$ cat src/rtl/dac_pkg.sv
// rtl/dac_pkg.sv - shared types and constants for the parallel-bus DAC writer
// Contents: dac_state_t FSM encoding, LDAC mode selectors, default bus sizes.

package dac_pkg;

    localparam int LDAC_MODE_SIMUL = 0;
    localparam int LDAC_MODE_IMMED = 1;

    localparam int DEF_DATA_W = 8;
    localparam int DEF_NUM_CH = 4;

    typedef enum logic [3:0] {
        S_OFF,
        S_INIT,
        S_READY,
        S_CLEAR,
        S_CS_LO,
        S_WR_LO,
        S_WR_HI,
        S_CS_HI,
        S_LDAC_P,
        S_FINISH
    } dac_state_t;

endpackage

$ cat src/rtl/dac_mask_sel.sv
// rtl/dac_mask_sel.sv - lowest-set-bit priority encoder for channel selection
// Ports:
//   mask : channel mask to search
//   idx  : index of the lowest set bit (0 when mask is empty)
//   any  : high when any mask bit is set

module dac_mask_sel #(
    parameter int NUM_CH = 4,
    parameter int ADDR_W = 2
) (
    input  logic [NUM_CH-1:0] mask,
    output logic [ADDR_W-1:0] idx,
    output logic              any
);

    always_comb begin
        idx = '0;
        any = |mask;
        // Scan downward so the lowest set bit is the last assignment.
        for (int i = NUM_CH - 1; i >= 0; i--) begin
            if (mask[i]) begin
                idx = ADDR_W'(i);
            end
        end
    end

endmodule

$ cat src/rtl/dac_par_writer.sv
// rtl/dac_par_writer.sv - parametrised parallel-bus multi-channel DAC writer
// Ports:
//   clk, reset       : clock, asynchronous active-high reset
//   ch_data, ch_mask : per-channel samples and write mask, captured on start
//   start, clear     : transaction / CLR-pulse requests, honoured only in READY
//   pwr              : 1 powers the DAC up, 0 powers it down
//   gain             : passed straight through to GAIN
//   ready, done      : idle indication and end-of-transaction pulse
//   CS, WR, LDAC, CLR, PD, ADDR, DATA, GAIN : registered DAC pins (GAIN is not)

module dac_par_writer
    import dac_pkg::*;
#(
    parameter int DATA_W    = DEF_DATA_W,
    parameter int NUM_CH    = DEF_NUM_CH,
    parameter int ADDR_W    = (NUM_CH > 1) ? $clog2(NUM_CH) : 1,
    parameter int WR_CYC    = 1,
    parameter int LDAC_MODE = LDAC_MODE_SIMUL,
    parameter int LDAC_CYC  = 1,
    parameter int CLR_CYC   = 2
) (
    input  logic                     clk,
    input  logic                     reset,
    input  logic [NUM_CH*DATA_W-1:0] ch_data,
    input  logic [NUM_CH-1:0]        ch_mask,
    input  logic                     start,
    input  logic                     pwr,
    input  logic                     clear,
    input  logic                     gain,
    output logic                     ready,
    output logic                     done,
    output logic                     CS,
    output logic                     WR,
    output logic                     LDAC,
    output logic                     CLR,
    output logic                     PD,
    output logic                     GAIN,
    output logic [ADDR_W-1:0]        ADDR,
    output logic [DATA_W-1:0]        DATA
);

    localparam int MAX_AB  = (WR_CYC > LDAC_CYC) ? WR_CYC : LDAC_CYC;
    localparam int MAX_CYC = (MAX_AB > CLR_CYC) ? MAX_AB : CLR_CYC;
    // The counter is loaded with CYC-1 and runs down to zero.
    localparam int CNT_W   = (MAX_CYC > 1) ? $clog2(MAX_CYC) : 1;

    dac_state_t state, state_n;
    logic [CNT_W-1:0] cnt, cnt_n;

    logic [NUM_CH-1:0][DATA_W-1:0] cap_data;
    logic [NUM_CH-1:0]             cap_mask;
    logic [ADDR_W-1:0]             cur_ch;

    logic [NUM_CH-1:0] cur_bit;
    logic [NUM_CH-1:0] remaining;
    logic [NUM_CH-1:0] sel_in;
    logic [ADDR_W-1:0] sel_idx;
    logic              sel_any;

    assign cur_bit   = NUM_CH'(1) << cur_ch;
    assign remaining = cap_mask & ~cur_bit;
    // In READY the encoder looks at the live mask so the first channel is
    // known at the accept edge; afterwards it walks the captured remainder.
    assign sel_in    = (state == S_READY) ? ch_mask : remaining;

    dac_mask_sel #(
        .NUM_CH (NUM_CH),
        .ADDR_W (ADDR_W)
    ) u_mask_sel (
        .mask (sel_in),
        .idx  (sel_idx),
        .any  (sel_any)
    );

    assign GAIN = gain;

    always_comb begin
        state_n = state;
        cnt_n   = cnt;
        case (state)
            S_OFF: begin
                if (pwr) begin
                    state_n = S_INIT;
                end
            end
            S_INIT: begin
                state_n = S_READY;
            end
            S_READY: begin
                if (start) begin
                    state_n = sel_any ? S_CS_LO : S_FINISH;
                end else if (!pwr) begin
                    state_n = S_OFF;
                end else if (clear) begin
                    state_n = S_CLEAR;
                    cnt_n   = CNT_W'(CLR_CYC - 1);
                end
            end
            S_CLEAR: begin
                if (cnt == '0) begin
                    state_n = S_READY;
                end else begin
                    cnt_n = cnt - CNT_W'(1);
                end
            end
            S_CS_LO: begin
                state_n = S_WR_LO;
                cnt_n   = CNT_W'(WR_CYC - 1);
            end
            S_WR_LO: begin
                if (cnt == '0) begin
                    state_n = S_WR_HI;
                end else begin
                    cnt_n = cnt - CNT_W'(1);
                end
            end
            S_WR_HI: begin
                state_n = S_CS_HI;
            end
            S_CS_HI: begin
                if (sel_any) begin
                    state_n = S_CS_LO;
                end else if (LDAC_MODE == LDAC_MODE_SIMUL) begin
                    state_n = S_LDAC_P;
                    cnt_n   = CNT_W'(LDAC_CYC - 1);
                end else begin
                    state_n = S_FINISH;
                end
            end
            S_LDAC_P: begin
                if (cnt == '0) begin
                    state_n = S_FINISH;
                end else begin
                    cnt_n = cnt - CNT_W'(1);
                end
            end
            S_FINISH: begin
                state_n = S_READY;
            end
            default: begin
                state_n = S_OFF;
            end
        endcase
    end

    // Pins are decoded from the state being entered so that they change on
    // the same edge as the state itself.
    always_ff @(posedge clk or posedge reset) begin
        if (reset) begin
            state    <= S_OFF;
            cnt      <= '0;
            cap_data <= '0;
            cap_mask <= '0;
            cur_ch   <= '0;
            ready    <= 1'b0;
            done     <= 1'b0;
            CS       <= 1'b1;
            WR       <= 1'b1;
            LDAC     <= 1'b1;
            CLR      <= 1'b0;
            PD       <= 1'b0;
            ADDR     <= '0;
            DATA     <= '0;
        end else begin
            state <= state_n;
            cnt   <= cnt_n;
            ready <= (state_n == S_READY);
            done  <= (state_n == S_FINISH);
            CS    <= !((state_n == S_CS_LO) || (state_n == S_WR_LO) || (state_n == S_WR_HI));
            WR    <= (state_n != S_WR_LO);
            if (LDAC_MODE == LDAC_MODE_IMMED) begin
                LDAC <= (state_n == S_OFF);
            end else begin
                LDAC <= (state_n != S_LDAC_P);
            end
            CLR <= !((state_n == S_OFF) || (state_n == S_CLEAR));
            PD  <= (state_n != S_OFF);

            if ((state == S_READY) && start) begin
                cap_data <= ch_data;
                cap_mask <= ch_mask;
            end else if (state == S_CS_HI) begin
                cap_mask <= remaining;
            end

            if (state_n == S_CS_LO) begin
                cur_ch <= sel_idx;
                ADDR   <= sel_idx;
            end
            if (state_n == S_WR_LO) begin
                DATA <= cap_data[cur_ch];
            end
        end
    end

endmodule

$ cat config.mk
export PLATFORM = sky130hd
export DESIGN_NAME = dac_par_writer
export DESIGN_NICKNAME = d
export VERILOG_FILES = /design/src/rtl/dac_pkg.sv /design/src/rtl/dac_mask_sel.sv /design/src/rtl/dac_par_writer.sv
export SDC_FILE = /design/constraint.sdc
export NUM_CORES = 1
export LEC_CHECK = 0
export ABC_AREA = 1
export CAP_MARGIN = 20
export CELL_PAD_IN_SITES_DETAIL_PLACEMENT = 0
export CELL_PAD_IN_SITES_GLOBAL_PLACEMENT = 1
export CORE_MARGIN = 2
export CORE_UTILIZATION = 38
export CTS_CLUSTER_DIAMETER = 150
export CTS_CLUSTER_SIZE = 30
export DETAILED_ROUTE_END_ITERATION = 6
export HOLD_SLACK_MARGIN = 0.03
export PLACE_DENSITY_LB_ADDON = 0.1
export SYNTH_ARGS = -nofsm -noshare
export SYNTH_HDL_FRONTEND = slang
export SYNTH_SLANG_ARGS = --single-unit
$ cat constraint.sdc
create_clock -name clk -period 2.27 [get_ports clk]
set_input_delay 0.227 -clock clk [delete_from_list [all_inputs] [get_ports clk]]
set_output_delay 0.227 -clock clk [all_outputs]
set_load 0.03 [all_outputs]
==> flow_metrics.tcl, run 1 <==
set metrics [dict create \
    yosysWarnings 0 \
    cts.sinks 58 \
    hold_class "primary input to asynchronous set/reset pin" \
    timing.setup.critical_path_class "flop to flop" \
    final_area_sq_um 3670 \
    grt_pass1_vias 2251 \
    synthesis.nets 371 \
    holdBufCountCts 0 \
    gp_congestion 0.787 \
    cts_resized 0 \
    maxCapViolations 0 \
    max_slew.worst_pin.slew_ns 0.508 \
    clockPowerShare_pct 16.4 \
    grt_pass1_wl_um 10800 \
    cpPeakStageDelay_ns 0.58 \
    cp.arrival_ns 2.20 \
    placed_area_sq_um 3500 \
    clk_latency_ns 0.33 \
    yosysSeqAreaShare_pct 51.7 \
    path_buf_inv 1 \
    wire_per_inst_um 13.1 \
    clock-root-buffer "clkbuf_8" \
    n_antenna_cell 0 \
    finalWirelength_um 6480 \
    grt_overflow 0 \
    cts_htree_levels 3 \
    status "complete, no violations" \
    netlist_instances 329 \
    drcViolationCount 0 \
    numCtsBuffers 9 \
    cts_setup_buffers 0 \
    cp.depth 11 \
    drt_iter0_drc 110 \
    place_hpwl_um 4770 \
    required_ns 2.49 \
    portBuffers 57 \
    crit_fanout 9 \
    cp_cell_sequence "inv_2 -> nor2_4 -> nor2_2 -> nand2_1 -> nand2_2 -> nor2_4 -> nand2_2 -> o21ai_2 -> nand2_2 -> nor2_2 -> nand2_1" \
    nets 434 \
    dr.pass1.iters 4 \
    hold_viol 0 \
    setup_viol 0 \
    switching_share_pct 44.2 \
    min_period_ns 1.98 \
    drv_slew 0 \
    drive_gt1_share_pct 14.9 \
    p_comb_share_pct 48.3 \
    vdd_drop_max_uv 520 \
    fp.dieW_um 90.1 \
    cp_top_family "simple AND/OR/NAND/NOR gates" \
    max_freq_ghz 0.505 \
    finClkSkew_ns 0.00720 \
    antenna_found_initial 0 \
    cts_tree "yes" \
    fp.dieH_um 90.1 \
    grt_max_degree 39 \
    worst_path_max_delay_cell "dfrtp_1" \
    grt_util_all_layers_pct 17.0 \
    area_delta_synth_final_pct 30.4 \
    clk_pin_slew_worst_paths_ns 0.07 \
    initial_core_util_pct 39.0 \
    power.internal_w 0.00286 \
    finalSetupTns_ns 0 \
    leakage_nw 1.67 \
    die-area_sq_um 8120 \
    rsz0062_at_grt "false" \
    power_switching_w 0.00227 \
    routed-via-count 2281 \
    slew_headroom_pct 66.1 \
    avgSynthCellArea_sq_um 8.56 \
    core_area_sq_um 7210 \
    powerDensity_nw_per_um2 1400 \
    period_share_pct 87.2 \
    synth_area_sq_um 2820 \
    drtAntennaViolNets 0 \
    power_frac_seq_pct 35.3 \
    yosysUniqueCellTypes 33 \
    cp-start-kind "flop" \
    clk_path_buf_depth 2 \
    reg2reg_depth 11 \
    ys_ff_latch 58 \
    vias_per_cell 4.61 \
    end_kind "flop" \
    core.rowCount 31 \
    path_common_cell "nand2_2" \
    io_pins 60 \
]
-- cell usage in the layout (no fill, tap or decap), drive strengths merged, types with 5 or more instances in the layout --
cell           netlist  layout
nand2              127     127
clkdlybuf4s50        0      57
dfrtp               55      55
inv                 35      35
o21ai               25      25
nor2                22      22
nand3               17      17
clkbuf               4      11
a21oi               10      10
o211ai               5       5
buf                  6       5
-- final timing paths --
| path | from | to | slack, ns |
|---|---|---|---|
| max | cur_ch[1]$_DFFE_PP0N_ | CLR$_DFF_PP0_ | 0.29 |
| min | reset | cap_data[15]$_DFFE_PP0P_ | 0.24 |
| max reg2reg | cur_ch[1]$_DFFE_PP0N_ | CLR$_DFF_PP0_ | 0.29 |
| min reg2reg | cap_data[3]$_DFFE_PP0P_ | cap_data[3]$_DFFE_PP0P_ | 0.47 |
| max in group asynchronous | reset | cap_data[23]$_DFFE_PP0P_ | 1.46 |
| min in group clk | ch_data[20] | cap_data[20]$_DFFE_PP0P_ | 0.42 |
-- sequential cells by signal, summed over array words and instances, names as in the netlist, 2 cells and up --
| name | count |
|---|---|
| DATA | 8 |
| cap_data | 32 |
| cap_mask | 4 |
| cur_ch | 2 |
| state | 4 |
-- final cells by class --
cell class	count	area, sq um
multi-input cells	226	1170
clock buffers	11	141
well taps	99	124
inverters	35	131
fillers	716	3540
flip-flops and latches	58	1460
repair buffers	62	621
clock inverters	4	28.8
-- Yosys cell counts (all sizes together) --
cell | count | area, sq um
clkbuf | 4 | 15.0
o221ai | 3 | 26.3
nor3 | 3 | 20.0
o22ai | 4 | 25.0
xnor2 | 1 | 8.76
inv | 35 | 131
dfstp | 3 | 78.8
buf | 6 | 51.3
a41oi | 3 | 26.3
a221oi | 1 | 8.76
a31oi | 2 | 12.5
o31ai | 1 | 7.51
nand3 | 17 | 90.1
nand2 | 127 | 514
nor2 | 22 | 164
o21ai | 25 | 129
nor3b | 1 | 12.5
dfrtp | 55 | 1380
o211ai | 5 | 42.5
a21oi | 10 | 50.1
o2111ai | 1 | 26.3
-- power groups by stage --
stage | Sequential [W] | Combinational (W) | Clock [W]
after global placement | 0.00182 | 0.00250 | 0
after global routing | 0.00186 | 0.00278 | 0.000912
after floorplan | 0.00195 | 0.00166 | 0
after CTS | 0.00181 | 0.00251 | 0.000850
after detailed placement | 0.00183 | 0.00250 | 0
final | 0.00181 | 0.00248 | 0.000840
-- metal layers --
| metal | up-vias | GRT usage (%) | part of all wire, % | wire, um |
|---|---|---|---|---|
| met5 | - | 0 | 0 | 0 |
| li1 | 1182 | - | - | - |
| met1 | 1045 | 24.1 | 51 | 3330 |
| met2 | 44 | 25.1 | 43 | 2810 |
| met3 | 10 | 4.11 | 4.0 | 261 |
| met4 | 0 | 6.54 | 1.3 | 87 |
-- cell families after synthesis --
kind of cell / count (synthesis) / synth area share [%]
AO/OA/AOI/OAI: 55 / 12.6
buffers and inverters: 45 / 7.02
flip-flops: 58 / 51.7
AND/OR/NAND/NOR: 170 / 28.4
XOR/XNOR: 1 / 0.311
-- stage by stage --
stage / setup slack (ns) / power (W) / hold slack, ns / std cells / utilization (%)
final: 0.291 / 0.00513 / 0.243 / 495 / 50.9
after global routing: 0.129 / 0.00555 / 0.288 / 495 / 50.9
after CTS: 0.288 / 0.00517 / 0.257 / 495 / 50.9
after detailed placement: 0.313 / 0.00432 / 0.454 / 480 / 48.5
after global placement: 0.328 / 0.00432 / 0.454 / 480 / 48.5
after floorplan: 0.491 / 0.00362 / 0.344 / 329 / -
Note: power is estimated with default switching activity, not from simulation.
==> run 2, diff against run 1 <==
Settings changed: GPL_TIMING_DRIVEN from default to 1.
==> results of run 2 <==
Final layout, timing and power as in run 1 (identical DEF).
==> run 3, diff against run 2 <==
Settings changed: SLEW_MARGIN from default to 20.
==> results of run 3 <==
Final layout, timing and power as in run 1 (identical DEF).
